File: config.mk
export PLATFORM = sky130hd
export DESIGN_NAME = turf_buffer_manager
export DESIGN_NICKNAME = d
export VERILOG_FILES = /design/src/rtl/turf_event_pkg.sv /design/src/rtl/turf_buf_allocator.sv /design/src/rtl/turf_buffer_manager.sv
export SDC_FILE = /design/constraint.sdc
export NUM_CORES = 1
export LEC_CHECK = 0
export ABC_AREA = 1
export BUFFER_PORTS_ARGS = -buffer_cell sky130_fd_sc_hd__buf_2
export CAP_MARGIN = 10
export CORE_UTILIZATION = 59
export CTS_CLUSTER_SIZE = 24
export DETAILED_ROUTE_END_ITERATION = 12
export HOLD_SLACK_MARGIN = 0.12
export PLACE_DENSITY_LB_ADDON = 0.12
export SYNTH_ARGS = -nofsm -noshare
export SYNTH_HDL_FRONTEND = slang
export SYNTH_SLANG_ARGS = --single-unit
export TNS_END_PERCENT = 20
File: constraint.sdc
create_clock -name clk125_i -period 3 [get_ports clk125_i]
set_input_delay 0 -clock clk125_i [delete_from_list [all_inputs] [get_ports clk125_i]]
set_output_delay 0 -clock clk125_i [all_outputs]
set_load 0.01 [all_outputs]
File: src/rtl/turf_event_pkg.sv
// Shared state encoding, buffer IDs and helpers for the TURF trigger path.
package turf_event_pkg;

    typedef enum logic [1:0] {
        ST_IDLE     = 2'd0,
        ST_DIGITIZE = 2'd1,
        ST_HOLDOFF  = 2'd2,
        ST_DEAD     = 2'd3
    } bufmgr_state_t;

    localparam logic [1:0] BUF_A = 2'd0;
    localparam logic [1:0] BUF_B = 2'd1;
    localparam logic [1:0] BUF_C = 2'd2;
    localparam logic [1:0] BUF_D = 2'd3;

    localparam int MIN_HOLDOFF = 8;

    function automatic logic [15:0] sat_inc16(input logic [15:0] v);
        return (v == 16'hFFFF) ? v : v + 16'd1;
    endfunction

    function automatic logic [31:0] sat_inc32(input logic [31:0] v);
        return (v == 32'hFFFF_FFFF) ? v : v + 32'd1;
    endfunction

    function automatic logic [3:0] pair_mask(input logic p);
        return p ? ((4'b0001 << BUF_C) | (4'b0001 << BUF_D))
                 : ((4'b0001 << BUF_A) | (4'b0001 << BUF_B));
    endfunction

    function automatic logic mask_free(input logic [3:0] h, input logic dbl);
        return dbl ? ((h[1:0] == 2'b00) || (h[3:2] == 2'b00))
                   : (h != 4'hF);
    endfunction

endpackage

File: src/rtl/turf_buf_allocator.sv
// Combinational round-robin allocator for single buffers or A/B, C/D pairs.
module turf_buf_allocator
    import turf_event_pkg::*;
(
    input  logic       i_double,
    input  logic [3:0] i_hold,
    input  logic [1:0] i_rr,
    output logic       o_free,
    output logic [1:0] o_id,
    output logic [3:0] o_mask,
    output logic [1:0] o_rr
);

    logic [1:0] w_idx;
    logic       w_pair;

    always_comb begin
        o_free = 1'b0;
        o_id   = 2'd0;
        o_mask = i_hold;
        o_rr   = i_rr;
        w_idx  = 2'd0;
        w_pair = 1'b0;
        if (i_double) begin
            for (int k = 0; k < 2; k++) begin
                w_pair = i_rr[0] ^ 1'(k);
                if (!o_free && ((i_hold & pair_mask(w_pair)) == 4'd0)) begin
                    o_free = 1'b1;
                    o_id   = {1'b0, w_pair};
                    o_mask = i_hold | pair_mask(w_pair);
                    o_rr   = {i_rr[1], ~w_pair};
                end
            end
        end else begin
            for (int k = 0; k < 4; k++) begin
                w_idx = i_rr + 2'(k);
                if (!o_free && !i_hold[w_idx]) begin
                    o_free = 1'b1;
                    o_id   = w_idx;
                    o_mask = i_hold | (4'b0001 << w_idx);
                    o_rr   = w_idx + 2'd1;
                end
            end
        end
    end

endmodule

File: src/rtl/turf_buffer_manager.sv
// Trigger-to-buffer allocator with holdoff, hold tracking and loss counting.
// Define TURF_BUFMGR_DEADTIME_EN to build the 32-bit deadtime counter.
module turf_buffer_manager
    import turf_event_pkg::*;
#(
    parameter string BUF_PER_EVENT  = "SINGLE",
    parameter int    HOLDOFF_CYCLES = 8
) (
    input  logic        clk125_i,
    input  logic        rst_n_i,
    input  logic        trig_i,
    input  logic [3:0]  trig_source_i,
    input  logic        release_i,
    input  logic [1:0]  release_buffer_i,
    input  logic        clr_all_i,
    output logic        digitize_o,
    output logic [1:0]  digitize_buffer_o,
    output logic [3:0]  digitize_source_o,
    output logic [3:0]  buffer_status_o,
    output logic [3:0]  hold_o,
    output logic        dead_o,
    output logic [15:0] trig_lost_o,
    output logic        release_error_o,
    output logic [31:0] deadtime_o
);

    localparam logic DBL = (BUF_PER_EVENT == "DOUBLE");
    localparam int   HOLD = (HOLDOFF_CYCLES < MIN_HOLDOFF) ? MIN_HOLDOFF :
                            (HOLDOFF_CYCLES > 255) ? 255 : HOLDOFF_CYCLES;
    localparam logic [7:0] CNT_LOAD = 8'(HOLD - 1);
    localparam logic [7:0] CNT_DIG2 = 8'(HOLD - 2);

    bufmgr_state_t r_state;
    bufmgr_state_t w_state_nx;

    logic [7:0]  r_cnt;
    logic [3:0]  r_hold;
    logic [1:0]  r_rr;
    logic [1:0]  r_buf;
    logic [3:0]  r_src;
    logic [3:0]  r_status;
    logic [15:0] r_lost;
    logic        r_relerr;
    logic        r_trig_d;

    logic [3:0]  w_hold_rel;
    logic        w_free;
    logic [1:0]  w_id;
    logic [3:0]  w_mask;
    logic [1:0]  w_rr;
    logic        w_alloc;
    logic        w_lose;
    logic        w_trig_rise;

    // Releases land before allocation so a freed buffer is reusable at once.
    always_comb begin
        w_hold_rel = r_hold;
        if (release_i) w_hold_rel[release_buffer_i] = 1'b0;
    end

    assign w_trig_rise = trig_i & ~r_trig_d;

    turf_buf_allocator u_alloc (
        .i_double (DBL),
        .i_hold   (w_hold_rel),
        .i_rr     (r_rr),
        .o_free   (w_free),
        .o_id     (w_id),
        .o_mask   (w_mask),
        .o_rr     (w_rr)
    );

    always_ff @(posedge clk125_i or negedge rst_n_i) begin
        if (!rst_n_i)       r_state <= ST_IDLE;
        else if (clr_all_i) r_state <= ST_IDLE;
        else                r_state <= w_state_nx;
    end

    always_comb begin
        w_state_nx = r_state;
        w_alloc    = 1'b0;
        w_lose     = 1'b0;
        unique case (r_state)
            ST_IDLE: begin
                if (trig_i) begin
                    if (w_free) begin
                        w_alloc    = 1'b1;
                        w_state_nx = ST_DIGITIZE;
                    end else begin
                        w_lose     = 1'b1;
                        w_state_nx = ST_DEAD;
                    end
                end
            end
            ST_DIGITIZE: begin
                w_lose = w_trig_rise;
                if (r_cnt == CNT_DIG2) w_state_nx = ST_HOLDOFF;
            end
            ST_HOLDOFF: begin
                w_lose = w_trig_rise;
                if (r_cnt == 8'd0) w_state_nx = w_free ? ST_IDLE : ST_DEAD;
            end
            ST_DEAD: begin
                // The cycle the mask frees up behaves as IDLE.
                if (w_free) begin
                    w_alloc    = trig_i;
                    w_state_nx = trig_i ? ST_DIGITIZE : ST_IDLE;
                end else begin
                    w_lose = w_trig_rise;
                end
            end
            default: w_state_nx = ST_IDLE;
        endcase
    end

    always_ff @(posedge clk125_i or negedge rst_n_i) begin
        if (!rst_n_i) begin
            r_cnt    <= 8'd0;
            r_hold   <= 4'd0;
            r_rr     <= 2'd0;
            r_buf    <= 2'd0;
            r_src    <= 4'd0;
            r_status <= 4'd0;
            r_lost   <= 16'd0;
            r_relerr <= 1'b0;
            r_trig_d <= 1'b0;
        end else if (clr_all_i) begin
            r_cnt    <= 8'd0;
            r_hold   <= 4'd0;
            r_rr     <= 2'd0;
            r_buf    <= 2'd0;
            r_src    <= 4'd0;
            r_status <= 4'd0;
            r_lost   <= 16'd0;
            r_relerr <= 1'b0;
            r_trig_d <= 1'b0;
        end else begin
            r_trig_d <= trig_i;
            if (w_alloc)             r_cnt <= CNT_LOAD;
            else if (r_cnt != 8'd0)  r_cnt <= r_cnt - 8'd1;
            r_hold <= w_alloc ? w_mask : w_hold_rel;
            if (w_alloc) begin
                r_rr     <= w_rr;
                r_buf    <= w_id;
                r_src    <= trig_source_i;
                r_status <= w_mask;
            end
            if (w_lose) r_lost <= sat_inc16(r_lost);
            if (release_i && !r_hold[release_buffer_i]) r_relerr <= 1'b1;
        end
    end

    assign digitize_o        = (r_state == ST_DIGITIZE);
    assign digitize_buffer_o = r_buf;
    assign digitize_source_o = r_src;
    assign buffer_status_o   = r_status;
    assign hold_o            = r_hold;
    assign trig_lost_o       = r_lost;
    assign release_error_o   = r_relerr;
    assign dead_o = (r_state == ST_DEAD) ||
                    ((r_state == ST_IDLE) && !mask_free(r_hold, DBL));

`ifdef TURF_BUFMGR_DEADTIME_EN
    logic [31:0] r_deadtime;

    always_ff @(posedge clk125_i or negedge rst_n_i) begin
        if (!rst_n_i)       r_deadtime <= 32'd0;
        else if (clr_all_i) r_deadtime <= 32'd0;
        else if (dead_o)    r_deadtime <= sat_inc32(r_deadtime);
    end

    assign deadtime_o = r_deadtime;
`else
    assign deadtime_o = 32'd0;
`endif

endmodule

==> out/results.tsv <==
stage	metric	value	unit
synthesis	flip-flop and latch count after synthesis	44	
synthesis	Main synth FF type	dfrtp_1	
pwr	share of total power consumed by net switching	0.482	
synthesis	most frequent cell after synthesis	nand2_1	
clock_tree	clock latency reported for the late side of the worst-skew pair	0.30	ns
layout	layout overhead on the synthesized area	9.08	%
worst_setup_path	count of buffer and inverter cells on the critical path	2	
detailed_routing	Post-route DRC	0	
worst_setup_path	worst-path cell chain	inv_2 > ha_1 > inv_1 > nand3_1 > nand2_2 > nor2_8 > nand4_2 > nand2_1 > nand2_1 > nand3_1 > nand3_1 > nand2_1	
pwr	Static Leak	0.00185	uW
place	Placed Instances	522	
clock_tree	clock root buffer master	clkbuf_8	
place	count of buffers inserted at the top-level ports	43	
detailed_routing	Routed wire per std cell	13.4	um
worst_setup_path	Crit Path Category	flip-flop to flip-flop	
pwr	net load switching power	1280	uW
detailed_routing	number of violations reported at the end of detailed-routing iteration 0	165	
synthesis	average cell area after synthesis	7.72	um^2
place	routability cong.	0.947	
timing	final worst path period need	2.43	ns
timing	RSZ-0062 raised after global routing	false	
global_route	number of antenna violations at the first check in global routing	0	
synthesis	share of the synthesized area in the top cell type	0.341	
job	total of max-cap violations	0	
layout	number of inserted diodes	0	
clock_tree	TritonCTS sink count	44	
clock_tree	Clock Path Buffers	2	
layout	Final #Nets	490	
pwr	internal power	1380	uW
timing	max_slew headroom	0.346	
layout	Layout Cells excl Fill	536	
pwr	Clock Power Share	0.138	
floorplanning	y dimension of the die	75.9	um
global_route	total routing usage reported by global routing	0.265	
worst_setup_path	top fanout value on the critical path	11	
outcome	result of the run	finished clean	
clock_tree	Num CTS Buffers	5	
global_route	Congestion Overflow GR	0	
timing	final total negative setup slack	0	ns
worst_hold_path	path type of the worst min-delay path	input port to flip-flop	
floorplanning	starting density of the core	0.624	
global_route	vias in the first global route	2661	
synthesis	cell type contributing the most total cell area after synthesis	dfrtp_1	
worst_setup_path	nature of the critical path endpoint	flip-flop	
global_route	pin count of the biggest net entering global routing	45	
timing	final count of negative-setup-slack endpoints	0	
synthesis	largest cells by area after synthesis	dfrtp_1 (34%), nand2_1 (8.1%), nand3_1 (7.4%)	
clock_tree	post-CTS sizing	0	
timing	Max Clock Skew	0.0130	ns
detailed_routing	DR pass1 iterations	4	
clock_tree	TritonCTS clock tree	built	
synthesis	post-synthesis cell count	418	
floorplanning	Core Rows	26	
worst_setup_path	Crit path arrival time	2.61	ns
floorplanning	Die Footprint	5770	um^2
synthesis	total number of yosys warnings	0	
place	HPWL Detailed	5300	um
worst_hold_path	Min-Delay Startpoint	clr_all_i	
timing	Final Hold Fails	0	
floorplanning	IO Count	76	
pwr	proportion of power drawn by combinational gates	0.529	
layout	utilization of the core after routing	0.680	
worst_setup_path	launch point of the critical path	r_rr[0]	
worst_setup_path	largest stage delay on the critical path	0.53	ns
worst_setup_path	startpoint of the lowest-slack register-to-register path	r_rr[0]	
layout	share of post-route cells with drive strength above 1	0.185	
floorplanning	die outline width	75.9	um
worst_setup_path	library cell contributing the largest single delay on the critical path	dfrtp_1	
layout	filler cell count in the final layout	462	
worst_setup_path	element type at the critical path start	flip-flop	
synthesis	area of the mapped netlist	3230	um^2
synthesis	top cells by instance count after synthesis	nand2_1 (70), nor2_1 (51), nand3_1 (48)	
detailed_routing	overall routed net length	7200	um
worst_setup_path	dominant delay contributor by cell family on the critical path	simple AND/OR/NAND/NOR gates	
timing	actual slew at the worst max-slew pin	0.981	ns
synthesis	library cells used by synthesis	40	
detailed_routing	DRT antenna net count	0	
pwr	Final Power	2660	uW
worst_setup_path	slack of the worst reg-to-reg path	0.57	ns
detailed_routing	vias per inst	5.45	
pwr	VDD IR max	0.442	mV
timing	fraction of the cycle the final worst path needs	0.809	
floorplanning	Core Footprint	5170	um^2
global_route	global-route wire length before repair	12400	um
synthesis	sequential fraction of the synthesis area	0.341	
synthesis	number of flops mapped to enable cells by yosys	0	
timing	fin. max-slew vios	0	
pwr	pwr/cell area	756	nW/um^2
clock_tree	H-tree depth reported by CTS	2	
detailed_routing	via count of the routed design	2919	
clock_tree	post-CTS clock slew at the launch and capture registers of the worst setup and hold paths	0.09	ns
timing	highest achievable clock rate	412	MHz
pwr	share of total power in sequential cells	0.333	
worst_setup_path	critical path data required time	3.18	ns
synthesis	proportion of register bits with asynchronous set or reset after synthesis	1.00	
## layout make-up
| class | count | area [um^2] | share of cell area |
|---|---|---|---|
| multi-input cells | 326 | 1810 | 0.515 |
| flip-flops and latches | 44 | 1100 | 0.313 |
| clock inverters | 2 | 12.5 | 0.00356 |
| inverters | 38 | 143 | 0.0405 |
| clock buffers | 5 | 68.8 | 0.0196 |
| repair buffers | 51 | 293 | 0.0832 |
| well taps | 70 | 87.6 | 0.0249 |
## path summary, 6_finish.rpt
path	to	cells after the start
setup / recovery	trig_lost_o[0]	12
hold / removal	r_trig_d	2
setup reg to reg	trig_lost_o[0]	12
hold reg to reg	digitize_buffer_o[1]	2
max in group asynchronous	trig_lost_o[9]	2
min in group asynchronous	r_rr[1]	2
## metal layers
metal	track usage	routed length (um)
met5	0	0
met4	0.0827	122
met3	0.0386	525
met2	0.438	3240
met1	0.361	3320
## worst reg2reg max path, stage by stage (launching register included)
cell	delay [ns]
dfrtp_1	0.53
inv_2	0.13
ha_1	0.39
inv_1	0.13
nand3_1	0.10
nand2_2	0.14
nor2_8	0.05
nand4_2	0.07
nand2_1	0.06
nand2_1	0.08
nand3_1	0.32
nand3_1	0.21
nand2_1	0.08
## state kept, by name (all words and copies together) (netlist names)
name / flops
r_cnt: 8
r_state: 2
release_error_o: 1
digitize_source_o: 4
r_trig_d: 1
r_rr: 2
buffer_status_o: 4
digitize_buffer_o: 2
hold_o: 4
trig_lost_o: 16
## power by group through the flow
stage	combinational, uW	clock, uW	sequential, uW
floorplan	1080	0	890
global placement	1380	0	891
detailed placement	1380	0	894
CTS	1400	372	882
global route	1580	393	908
finish	1410	366	886
## cell families (layout without fill, tap and decap cells)
family | after synthesis | count (layout) | share of synthesized area
AO/OA/AOI/OAI | 44 | 44 | 0.0834
adder cells (fa/ha/maj) | 13 | 13 | 0.0504
other | 1 | 32 | 0.00116
flip-flops | 44 | 44 | 0.341
AND/OR/NAND/NOR | 221 | 221 | 0.348
XOR/XNOR | 16 | 16 | 0.0434
buffers and inverters | 79 | 96 | 0.133
## what timing repair did
| item | in CTS | in global routing |
|---|---|---|
| hold endpoints to repair | 50 | 0 |
| setup buffers | 0 | 0 |
| hold buffers | 7 | 0 |
## layout by cell type (no fill, tap or decap), types with 2 or more instances in the layout
cell type       n
nand2_1        70
nor2_1         51
nand3_1        48
dfrtp_1        44
buf_2          43
conb_1         32
inv_1          31
a21oi_1        18
nand3_2        15
xor2_1         15
ha_1           13
nand4_1        11
inv_2           7
dlygate4sd3_1   7
nand2_2         6
o21ai_0         6
nor3_1          6
a22o_1          5
clkbuf_8        5
nor4_1          4
o22ai_1         3
a211oi_1        3
nand2_4         2
nor2_4          2
o21ai_1         2
a31oi_1         2
## through the flow
stage | setup slack, ns | hold WS (ns) | instance area, um^2
4_1_cts | 0.591 | 0.135 | 3520
5_1_grt | 0.319 | 0.157 | 3520
3_5_place_dp | 0.618 | 0.222 | 3370
2_1_floorplan | 0.916 | -0.296 | 3340
6_report | 0.573 | 0.131 | 3520
3_3_place_gp | 0.718 | 0.211 | 3370
Power figures use the tool's default switching activity.
